==> src/rtl/watchdog_pkg.sv <==
// Shared sizing helpers and arithmetic functions for the commit watchdog.
// The helpers work on a fixed 64-bit container, so callers zero-extend their operands first.
package watchdog_pkg;

    localparam int unsigned MAX_W = 64;

    function automatic int unsigned core_id_w(input int unsigned n);
        return (n <= 1) ? 1 : $clog2(n);
    endfunction

    function automatic int unsigned count_w(input int unsigned n);
        return $clog2(n + 1);
    endfunction

    function automatic int unsigned popcount(input logic [MAX_W-1:0] v);
        int unsigned n;
        n = 0;
        for (int i = 0; i < int'(MAX_W); i++) begin
            n = n + 32'(v[i]);
        end
        return n;
    endfunction

    // Increment that holds at the all-ones value of a w-bit field.
    function automatic logic [MAX_W-1:0] sat_inc(input logic [MAX_W-1:0] v, input int unsigned w);
        logic [MAX_W-1:0] lim;
        lim = (w >= MAX_W) ? '1 : ((MAX_W'(1) << w) - MAX_W'(1));
        return (v >= lim) ? lim : v + MAX_W'(1);
    endfunction

endpackage

==> src/rtl/watchdog_lane.sv <==
// Per-core stall tracker: idle-cycle counter, trip compare and commit popcount.
// The counter clears on a real commit or while disabled, and otherwise counts up with saturation.
module watchdog_lane
    import watchdog_pkg::*;
#(
    parameter int unsigned COMMIT_WIDTH = 6,
    parameter int unsigned CNT_W        = 32,
    localparam int unsigned POP_W       = count_w(COMMIT_WIDTH)
) (
    input  logic                    clock,
    input  logic                    reset,
    input  logic [COMMIT_WIDTH-1:0] lanes,
    input  logic                    is_walk,
    input  logic                    enable,
    input  logic [CNT_W-1:0]        timeout,
    output logic [CNT_W-1:0]        stall_next_c,
    output logic                    trip_c,
    output logic [POP_W-1:0]        commit_count_c
);

    logic [CNT_W-1:0] stall_cnt;
    logic             commit_c;

    always_comb begin
        commit_c       = !is_walk && (|lanes);
        commit_count_c = is_walk ? '0 : POP_W'(popcount(MAX_W'(lanes)));
        stall_next_c   = (commit_c || !enable) ? '0
                                               : CNT_W'(sat_inc(MAX_W'(stall_cnt), CNT_W));
        // Trip looks at the registered count so hang lands one edge after the limit is reached.
        trip_c         = enable && (timeout != '0) && (stall_cnt >= timeout);
    end

    always_ff @(posedge clock) begin
        if (reset) begin
            stall_cnt <= '0;
        end else begin
            stall_cnt <= stall_next_c;
        end
    end

endmodule

==> src/rtl/commit_watchdog.sv <==
// Hang detector over the ROB commit ports of several cores, with a sticky first-hang record
// and a running count of committed instructions.
module commit_watchdog
    import watchdog_pkg::*;
#(
    parameter int unsigned NUM_CORES    = 2,
    parameter int unsigned COMMIT_WIDTH = 6,
    parameter int unsigned CNT_W        = 32,
    parameter int unsigned TOTAL_W      = 64,
    localparam int unsigned CORE_ID_W   = core_id_w(NUM_CORES)
) (
    input  logic                              clock,
    input  logic                              reset,
    input  logic                              enable,
    input  logic [CNT_W-1:0]                  timeout_cycles,
    input  logic [NUM_CORES*COMMIT_WIDTH-1:0] commit_valid,
    input  logic [NUM_CORES-1:0]              commit_is_walk,
    output logic                              hang,
    output logic                              hang_pulse,
    output logic [CORE_ID_W-1:0]              hang_core,
    output logic [CNT_W-1:0]                  stall_max,
    output logic [TOTAL_W-1:0]                total_commits
);

    localparam int unsigned POP_W = count_w(COMMIT_WIDTH);

    logic [CNT_W-1:0]     stall_next_c [NUM_CORES];
    logic [POP_W-1:0]     commit_count_c [NUM_CORES];
    logic [NUM_CORES-1:0] trip_c;

    logic                 any_trip_c;
    logic [CORE_ID_W-1:0] first_core_c;
    logic [CNT_W-1:0]     max_next_c;
    logic [TOTAL_W-1:0]   sum_c;

    for (genvar c = 0; c < int'(NUM_CORES); c++) begin : g_core
        watchdog_lane #(
            .COMMIT_WIDTH (COMMIT_WIDTH),
            .CNT_W        (CNT_W)
        ) u_lane (
            .clock          (clock),
            .reset          (reset),
            .lanes          (commit_valid[c*COMMIT_WIDTH +: COMMIT_WIDTH]),
            .is_walk        (commit_is_walk[c]),
            .enable         (enable),
            .timeout        (timeout_cycles),
            .stall_next_c   (stall_next_c[c]),
            .trip_c         (trip_c[c]),
            .commit_count_c (commit_count_c[c])
        );
    end

    // Lowest-index tripping core wins; max and sum are taken over next-state values.
    always_comb begin
        any_trip_c   = 1'b0;
        first_core_c = '0;
        max_next_c   = '0;
        sum_c        = '0;
        for (int c = int'(NUM_CORES) - 1; c >= 0; c--) begin
            if (trip_c[c]) begin
                any_trip_c   = 1'b1;
                first_core_c = CORE_ID_W'(c);
            end
        end
        for (int c = 0; c < int'(NUM_CORES); c++) begin
            if (stall_next_c[c] > max_next_c) begin
                max_next_c = stall_next_c[c];
            end
            sum_c = sum_c + TOTAL_W'(commit_count_c[c]);
        end
    end

    always_ff @(posedge clock) begin
        if (reset) begin
            hang          <= 1'b0;
            hang_pulse    <= 1'b0;
            hang_core     <= '0;
            stall_max     <= '0;
            total_commits <= '0;
        end else begin
            hang_pulse    <= !hang && any_trip_c;
            stall_max     <= max_next_c;
            total_commits <= total_commits + sum_c;
            if (!hang && any_trip_c) begin
                hang      <= 1'b1;
                hang_core <= first_core_c;
            end
        end
    end

endmodule

==> config.mk <==
export PLATFORM = sky130hd
export DESIGN_NAME = commit_watchdog
export DESIGN_NICKNAME = d
export VERILOG_FILES = /design/src/rtl/watchdog_pkg.sv /design/src/rtl/watchdog_lane.sv /design/src/rtl/commit_watchdog.sv
export SDC_FILE = /design/constraint.sdc
export NUM_CORES = 1
export LEC_CHECK = 0
export ABC_AREA = 0
export CAP_MARGIN = 20
export CORE_MARGIN = 3
export CORE_UTILIZATION = 45
export DETAILED_ROUTE_END_ITERATION = 8
export PLACE_DENSITY = 0.76
export SYNTH_ARGS = -nofsm -noshare
export SYNTH_HDL_FRONTEND = slang
export SYNTH_HIERARCHICAL = 1
export SYNTH_SLANG_ARGS = --single-unit
==> constraint.sdc <==
create_clock -name clock -period 5.9 [get_ports clock]
set_clock_uncertainty 0.2 [all_clocks]
set_input_delay 1.475 -clock clock [delete_from_list [all_inputs] [get_ports clock]]
set_output_delay 1.475 -clock clock [all_outputs]
set_load 0.01 [all_outputs]
==> flow_metrics.py, run 1 <==
metrics = {
    "run_status": {
        "outcome": "finished, final reports clean",
    },
    "critical_path": {
        "required_ns": 6.06,
        "crit_arrival_ns": 5.99,
        "setup.worst_path.end_class": "flop",
        "crit_path_start_kind": "input pin",
        "path_class": "in2reg",
        "r2r_cells": 15,
        "worst-path-max-fanout": 6,
    },
    "power": {
        "fin_total_pwr_w": 0.002586,
        "p_leak_nw": 5.362,
        "switchingPower_w": 0.0006599,
        "p_seq_share_pct": 43.5,
        "peakVddDrop_uv": 163.0,
        "swShare_pct": 25.51,
        "p_clk_share_pct": 43.5,
        "p_int_w": 0.001927,
        "comb_power_share_pct": 13.0,
        "powerDensity_mw_per_mm2": 193.4,
    },
    "die": {
        "num_io_pins": 148,
        "die_h_um": 161.6,
        "std_cell_rows": 56,
        "core_area_mm2": 0.02361,
        "die_area_mm2": 0.02611,
        "die_x_um": 161.6,
        "initial_core_util_pct": 46.13,
    },
    "sta": {
        "maxSlewHeadroom_pct": 41.57,
        "fin_crit_ns": 5.835,
        "setup_viol": 0,
        "fmax_mhz": 171.4,
        "hold_viol": 0,
        "maxSlewViolCount": 0,
        "rsz0062_at_grt": "yes",
        "worstMarginPinSlew_ns": 0.8699,
        "period_share_pct": 98.90,
    },
    "yosys": {
        "syn_nets": 1509,
        "synth-seq-area-share_pct": 29.96,
        "ys_ff_latch": 163,
        "syn_area_per_cell_um2": 8.098,
        "synth_edf_count": 0,
        "synth_cell_types": 63,
        "yosysWarnings": 6,
        "synthArstFlopShare_pct": 0,
        "synthFlopType": "dfxtp_1",
        "syn_inst": 1345,
        "syn_area_mm2": 0.01089,
    },
    "route": {
        "firstDrtPassIters": 7,
        "drt-initial-drc-count": 695,
        "wl_um": 30190,
        "ant_nets": 0,
        "viasPerCell": 5.559,
        "wire_per_inst_um": 16.65,
        "drc": 0,
        "via_count": 10078,
    },
    "cts": {
        "worst_setup_hold_path_clk_slew_ns": 0.07,
        "numCtsBuffers": 17,
        "cts_max_path_buffers": 2,
        "cts_tree": "yes",
        "clock_sinks": 163,
        "cts_hold_buf": 0,
        "h-tree-depth": 4,
        "root_buffer": "clkbuf_16",
        "clock_latency_ns": 0.42,
    },
    "cells_and_area": {
        "area_growth_pct": 22.79,
        "layout.nets": 1646,
        "drive_above_1_share_pct": 7.564,
        "final_cell_area_mm2": 0.01337,
        "num_antenna_cells": 0,
    },
    "grt": {
        "grt_overflow": 0,
        "antenna_found_initial": 0,
        "grt_pass1_vias": 9529,
        "track_usage_pct": 22.99,
        "grt_pass1_wl_um": 49110,
        "grt_max_degree": 134,
    },
    "worst_hold_path": {
        "hold_depth": 1,
        "hold_class": "reg2reg",
    },
    "placement": {
        "io_buffers": 147,
        "placed_area_mm2": 0.01273,
        "dp_hpwl_um": 23010,
        "gp_congestion": 0.9229,
    },
    "flow_run": {
        "drv_cap": 0,
    },
}
cells in the final DEF, fill, tap and decap left out, drive strengths merged, types with 41 or more instances in the layout:
cell type and count:
a21oi 99, clkdlybuf4s50 140, dfxtp 163, ha 105, inv 135, nand2 55, nand2b 68, nand3 65
nand4 52, nor2 180, nor4 46, xnor2 41, xor2 52
flip-flops by register name, summed over array words and instances (netlist names):
register                 count
stall_max                   32
total_commits               64
hang                         1
g_core.u_lane/stall_cnt     64
hang_core                    1
hang_pulse                   1
per-stage QoR:
step | setup slack [ns] | util [%] | setup TNS (ns) | hold slack, ns | std cells
2_1_floorplan | -0.04057 | - | -0.3388 | 0.2622 | 1345
3_3_place_gp | -0.6344 | 53.89 | -15.73 | 0.2409 | 1777
3_5_place_dp | -0.7525 | 53.92 | -20.93 | 0.2505 | 1778
4_1_cts | 0.05753 | 56.45 | 0 | 0.2599 | 1811
5_1_grt | -0.03746 | 56.64 | -0.07802 | 0.2850 | 1813
6_report | 0.06466 | 56.64 | 0 | 0.2638 | 1813
layer usage:
layer	global-route usage (%)	share of wire [%]	wire length, um	up-vias
li1	-	-	-	4921
met1	31.04	45	13510	4765
met2	37.18	47	14130	317
met3	3.642	5.3	1603	75
met4	8.447	3.2	952	0
met5	0	0	0	-
synthesized netlist by cell type (all sizes together), types with 3 or more instances:
| master | instances | share of area (%) |
|---|---|---|
| o21ai | 23 | 1.1 |
| or3 | 10 | 0.62 |
| a21o | 10 | 0.69 |
| o21a | 3 | 0.21 |
| and4 | 13 | 1.1 |
| xor2 | 52 | 4.2 |
| a2111oi | 5 | 0.40 |
| a31oi | 6 | 0.34 |
| buf | 16 | 1.1 |
| a21oi | 99 | 4.5 |
| nor3 | 27 | 1.4 |
| inv | 132 | 4.5 |
| mux2i | 40 | 3.7 |
| nor4 | 46 | 3.4 |
| clkbuf | 37 | 1.4 |
| a211oi | 3 | 0.21 |
| and3 | 32 | 1.9 |
| nand3 | 65 | 3.3 |
| or2 | 7 | 0.40 |
| ha | 105 | 12 |
| nor2 | 180 | 6.2 |
| nand2 | 55 | 1.9 |
| dfxtp | 163 | 30 |
| o31ai | 3 | 0.21 |
| xnor2 | 41 | 3.3 |
| o2bb2ai | 3 | 0.24 |
| nor2b | 13 | 0.75 |
| nand2b | 68 | 3.9 |
| and2 | 5 | 0.29 |
| or4 | 3 | 0.28 |
| nand4 | 52 | 3.2 |
| fa | 10 | 1.8 |
power groups by stage:
stage	sequential, W	clock, W	combinational [W]
4_1_cts	0.00113	0.00114	0.000333
6_report	0.00113	0.00112	0.000336
2_1_floorplan	0.00115	0	0.000179
5_1_grt	0.00113	0.00119	0.000369
3_5_place_dp	0.00115	0	0.000327
3_3_place_gp	0.00115	0	0.000316
cells by family (layout without fill, tap and decap cells):
kind of cell	count (synthesis)	in the layout	share of synthesized area, %
and+or+nand+nor	579	579	28.89
buffers and inverters	185	334	6.996
AOI/OAI and AO/OA	170	170	9.098
DFF	163	163	29.96
adders and majority gates	115	115	13.90
xor gates and xnor gates	93	93	7.478
muxes	40	40	3.676
layout make-up:
type	instances	area [um2]
tap	319	399.1
inverter	132	495.5
clock buffer	21	460.4
sequential	163	3263
multi-input combinational	997	6942
fill	2206	10240
timing repair buffer	171	1690
clock inverter	10	123.9
critical path, stage by stage:
cell       delay, ns
clkbuf_2        0.10
fa_1            0.55
inv_2           0.04
fa_1            0.47
inv_1           0.04
ha_1            0.18
fa_1            0.43
nor2b_4         0.14
fa_1            0.50
ha_2            0.19
inv_2           0.04
fa_2            0.38
nor2b_4         0.19
o2111ai_4       0.17
nor4_4          0.31
buf_6           0.18
nand3_2         0.09
or3_4           0.40
a21oi_2         0.11
repair_timing:
action | CTS | global route
hold endpoints to repair | 0 | 0
endpoints found under the setup margin | 23 | 6
gates resized for setup | 8 | 23
pin swaps | 5 | 12
buffers inserted | 2 | 1
worst paths after layout:
check	from	end	slack, ns
setup / recovery	commit_valid[1]	total_commits[61]	0.06
hold / removal	hang	hang_pulse	0.26
setup reg to reg	g_core[0].u_lane/stall_cnt[0]	stall_max[19]	0.87
hold reg to reg	hang	hang_pulse	0.26
Power figures use the tool's default switching activity.
==> run 2: changes to the inputs <==
--- a/config.mk
+++ b/config.mk
@@ -8,9 +8,9 @@
 export ABC_AREA = 0
 export CAP_MARGIN = 20
 export CORE_MARGIN = 3
-export CORE_UTILIZATION = 45
+export CORE_UTILIZATION = 40
 export DETAILED_ROUTE_END_ITERATION = 8
-export PLACE_DENSITY = 0.76
+export PLACE_DENSITY = 0.7
 export SYNTH_ARGS = -nofsm -noshare
 export SYNTH_HDL_FRONTEND = slang
 export SYNTH_HIERARCHICAL = 1
==> flow_metrics.py, run 2 (synthesized netlist as in run 1, its figures left out) <==
metrics = {
    "sta": {
        "hold_viol": 0,
        "maxSlewHeadroom_pct": 39.28,
        "period_share_pct": 97.24,
        "maxSlewViolCount": 0,
        "finalSetupTns_ns": 0,
        "fmax_mhz": 174.3,
        "worstMarginPinSlew_ns": 0.8878,
        "fin_crit_ns": 5.737,
        "setup_viol": 0,
        "layout_setup_ws_ns": 0.1626,
        "rsz0062_at_grt": "no",
        "hold_ws_ns": 0.2725,
    },
    "grt": {
        "antenna_found_initial": 0,
        "track_usage_pct": 20.39,
        "grt_pass1_vias": 9587,
        "grt_max_degree": 70,
        "grt_overflow": 0,
        "grt_pass1_wl_um": 48400,
    },
    "placement": {
        "gp_congestion": 0.8837,
        "dp_hpwl_um": 22980,
        "pre_cts_slack_ns": -0.7225,
        "io_buffers": 147,
    },
    "critical_path": {
        "required_ns": 6.06,
        "cp_slowest_cell": "fa_1",
        "path_cells": "dlygate4sd2_1 -> fa_1 -> inv_1 -> fa_1 -> inv_1 -> ha_1 -> fa_1 -> nor2b_2 -> fa_1 -> ha_2 -> inv_2 -> fa_2 -> nor2b_4 -> o2111ai_4 -> nor4_4 -> buf_6 -> nand3_2 -> or3_1 -> a21oi_1",
        "crit_path_start_kind": "input pin",
        "setup.worst_path.end_class": "flop",
        "path_class": "in2reg",
        "cp_slowest_stage_delay_ns": 0.50,
        "worst-path-max-fanout": 6,
        "crit_top_cell": "fa_1",
        "crit_arrival_ns": 5.90,
    },
    "cts": {
        "h-tree-depth": 4,
        "cts_tree": "yes",
        "worst_setup_hold_path_clk_slew_ns": 0.07,
        "numCtsBuffers": 17,
        "clock_latency_ns": 0.44,
        "clock_sinks": 163,
        "cts_max_path_buffers": 2,
        "root_buffer": "clkbuf_16",
        "cts_hold_buf": 0,
    },
    "die": {
        "initial_core_util_pct": 41.21,
        "num_io_pins": 148,
        "core_area_mm2": 0.02643,
        "die_area_mm2": 0.02924,
        "die_h_um": 171.0,
        "std_cell_rows": 59,
        "die_x_um": 171.0,
    },
    "cells_and_area": {
        "nFillCells": 2483,
        "final_cell_mix": "179 x nor2_1, 163 x dfxtp_1, 140 x clkdlybuf4s50_1, 131 x inv_1, 103 x ha_1",
        "num_antenna_cells": 0,
        "multi_input_area_mm2": 0.006925,
        "layout_commonest_cell": "nor2_1",
        "largestRegisters": "g_core.u_lane/stall_cnt x64, total_commits x64, stall_max x32",
        "regArea_mm2": 0.003263,
        "layout.nets": 1648,
        "drive_above_1_share_pct": 7.281,
        "area_growth_pct": 23.35,
    },
    "power": {
        "p_leak_nw": 5.404,
        "powerDensity_mw_per_mm2": 197.8,
        "peakVddDrop_uv": 158.1,
    },
    "route": {
        "wire_per_inst_um": 16.47,
        "drc": 0,
        "firstDrtPassIters": 5,
        "wl_um": 30170,
        "viasPerCell": 5.455,
        "via_count": 9993,
        "ant_nets": 0,
        "drt-initial-drc-count": 736,
    },
    "worst_hold_path": {
        "hold_class": "reg2reg",
    },
    "run_status": {
        "outcome": "finished, final reports clean",
    },
    "flow_run": {
        "drv_cap": 0,
    },
}
-- run 2: changes by cell type in the layout (fill, tap and decap cells not counted), moves of 3 or more --
cell	change
clkinvlp_4	-4
buf_4	+3
clkbuf_2	-3
inv_6	+3
-- run 2: layer usage --
layer	share of wire (%)	wire [um]	vias up	track usage (%)
met2	47	14070	311	33.86
met1	45	13700	4714	27.32
met3	5.5	1665	53	3.119
met5	0	0	-	0
li1	-	-	4915	-
met4	2.4	726	0	6.473
-- run 2: through the flow --
stage | area [um2] | total power, W | std cells | util (%)
floorplan | 10940 | 0.001333 | 1345 | -
global placement | 12770 | 0.001464 | 1797 | 48.34
detailed placement | 12770 | 0.001469 | 1797 | 48.34
CTS | 13410 | 0.002686 | 1830 | 50.76
global route | 13440 | 0.002767 | 1832 | 50.84
finish | 13440 | 0.002657 | 1832 | 50.84
-- run 2: worst max-delay path: cells and delay by family --
family          cells  cell delay (ns)
compound gates      2             0.27
fa+ha+maj           7             2.64
buf+inv             5             0.55
simple gates        5             0.97
-- run 2: area by class of cell --
class	instances	share of cell area (%)
Tap cell	335	3.120
Sequential cell	163	24.29
Clock buffer	17	3.166
Multi-Input combinational cell	997	51.55
Clock inverter	15	1.592
Inverter	132	3.688
Timing Repair Buffer	173	12.60
-- run 2: final timing paths --
path                                       from                 to  slack, ns  depth (start not counted)
hold / removal                             hang         hang_pulse       0.27                          1
hold reg to reg                            hang         hang_pulse       0.27                          1
setup / recovery                commit_valid[1]  total_commits[61]       0.16                         19
setup reg to reg  g_core[0].u_lane/stall_cnt[2]      stall_max[20]       0.84                         13
-- run 2: what timing repair did --
item / in CTS / in global routing
gates resized for setup: 6 / 9
gates cloned: 0 / 0
hold endpoints to repair: 0 / 0
endpoints found under the setup margin: 18 / 10
pin swaps: 5 / 2
setup buffers: 1 / 1
-- run 2: where the power goes --
part / internal (W) / leakage (nW) / switching [W]
Clock: 0.000688 / 0.309 / 0.000526
Combinational: 0.000152 / 3.78 / 0.000166
Sequential: 0.00111 / 1.31 / 0.0000112
Total: 0.00195 / 5.40 / 0.000704
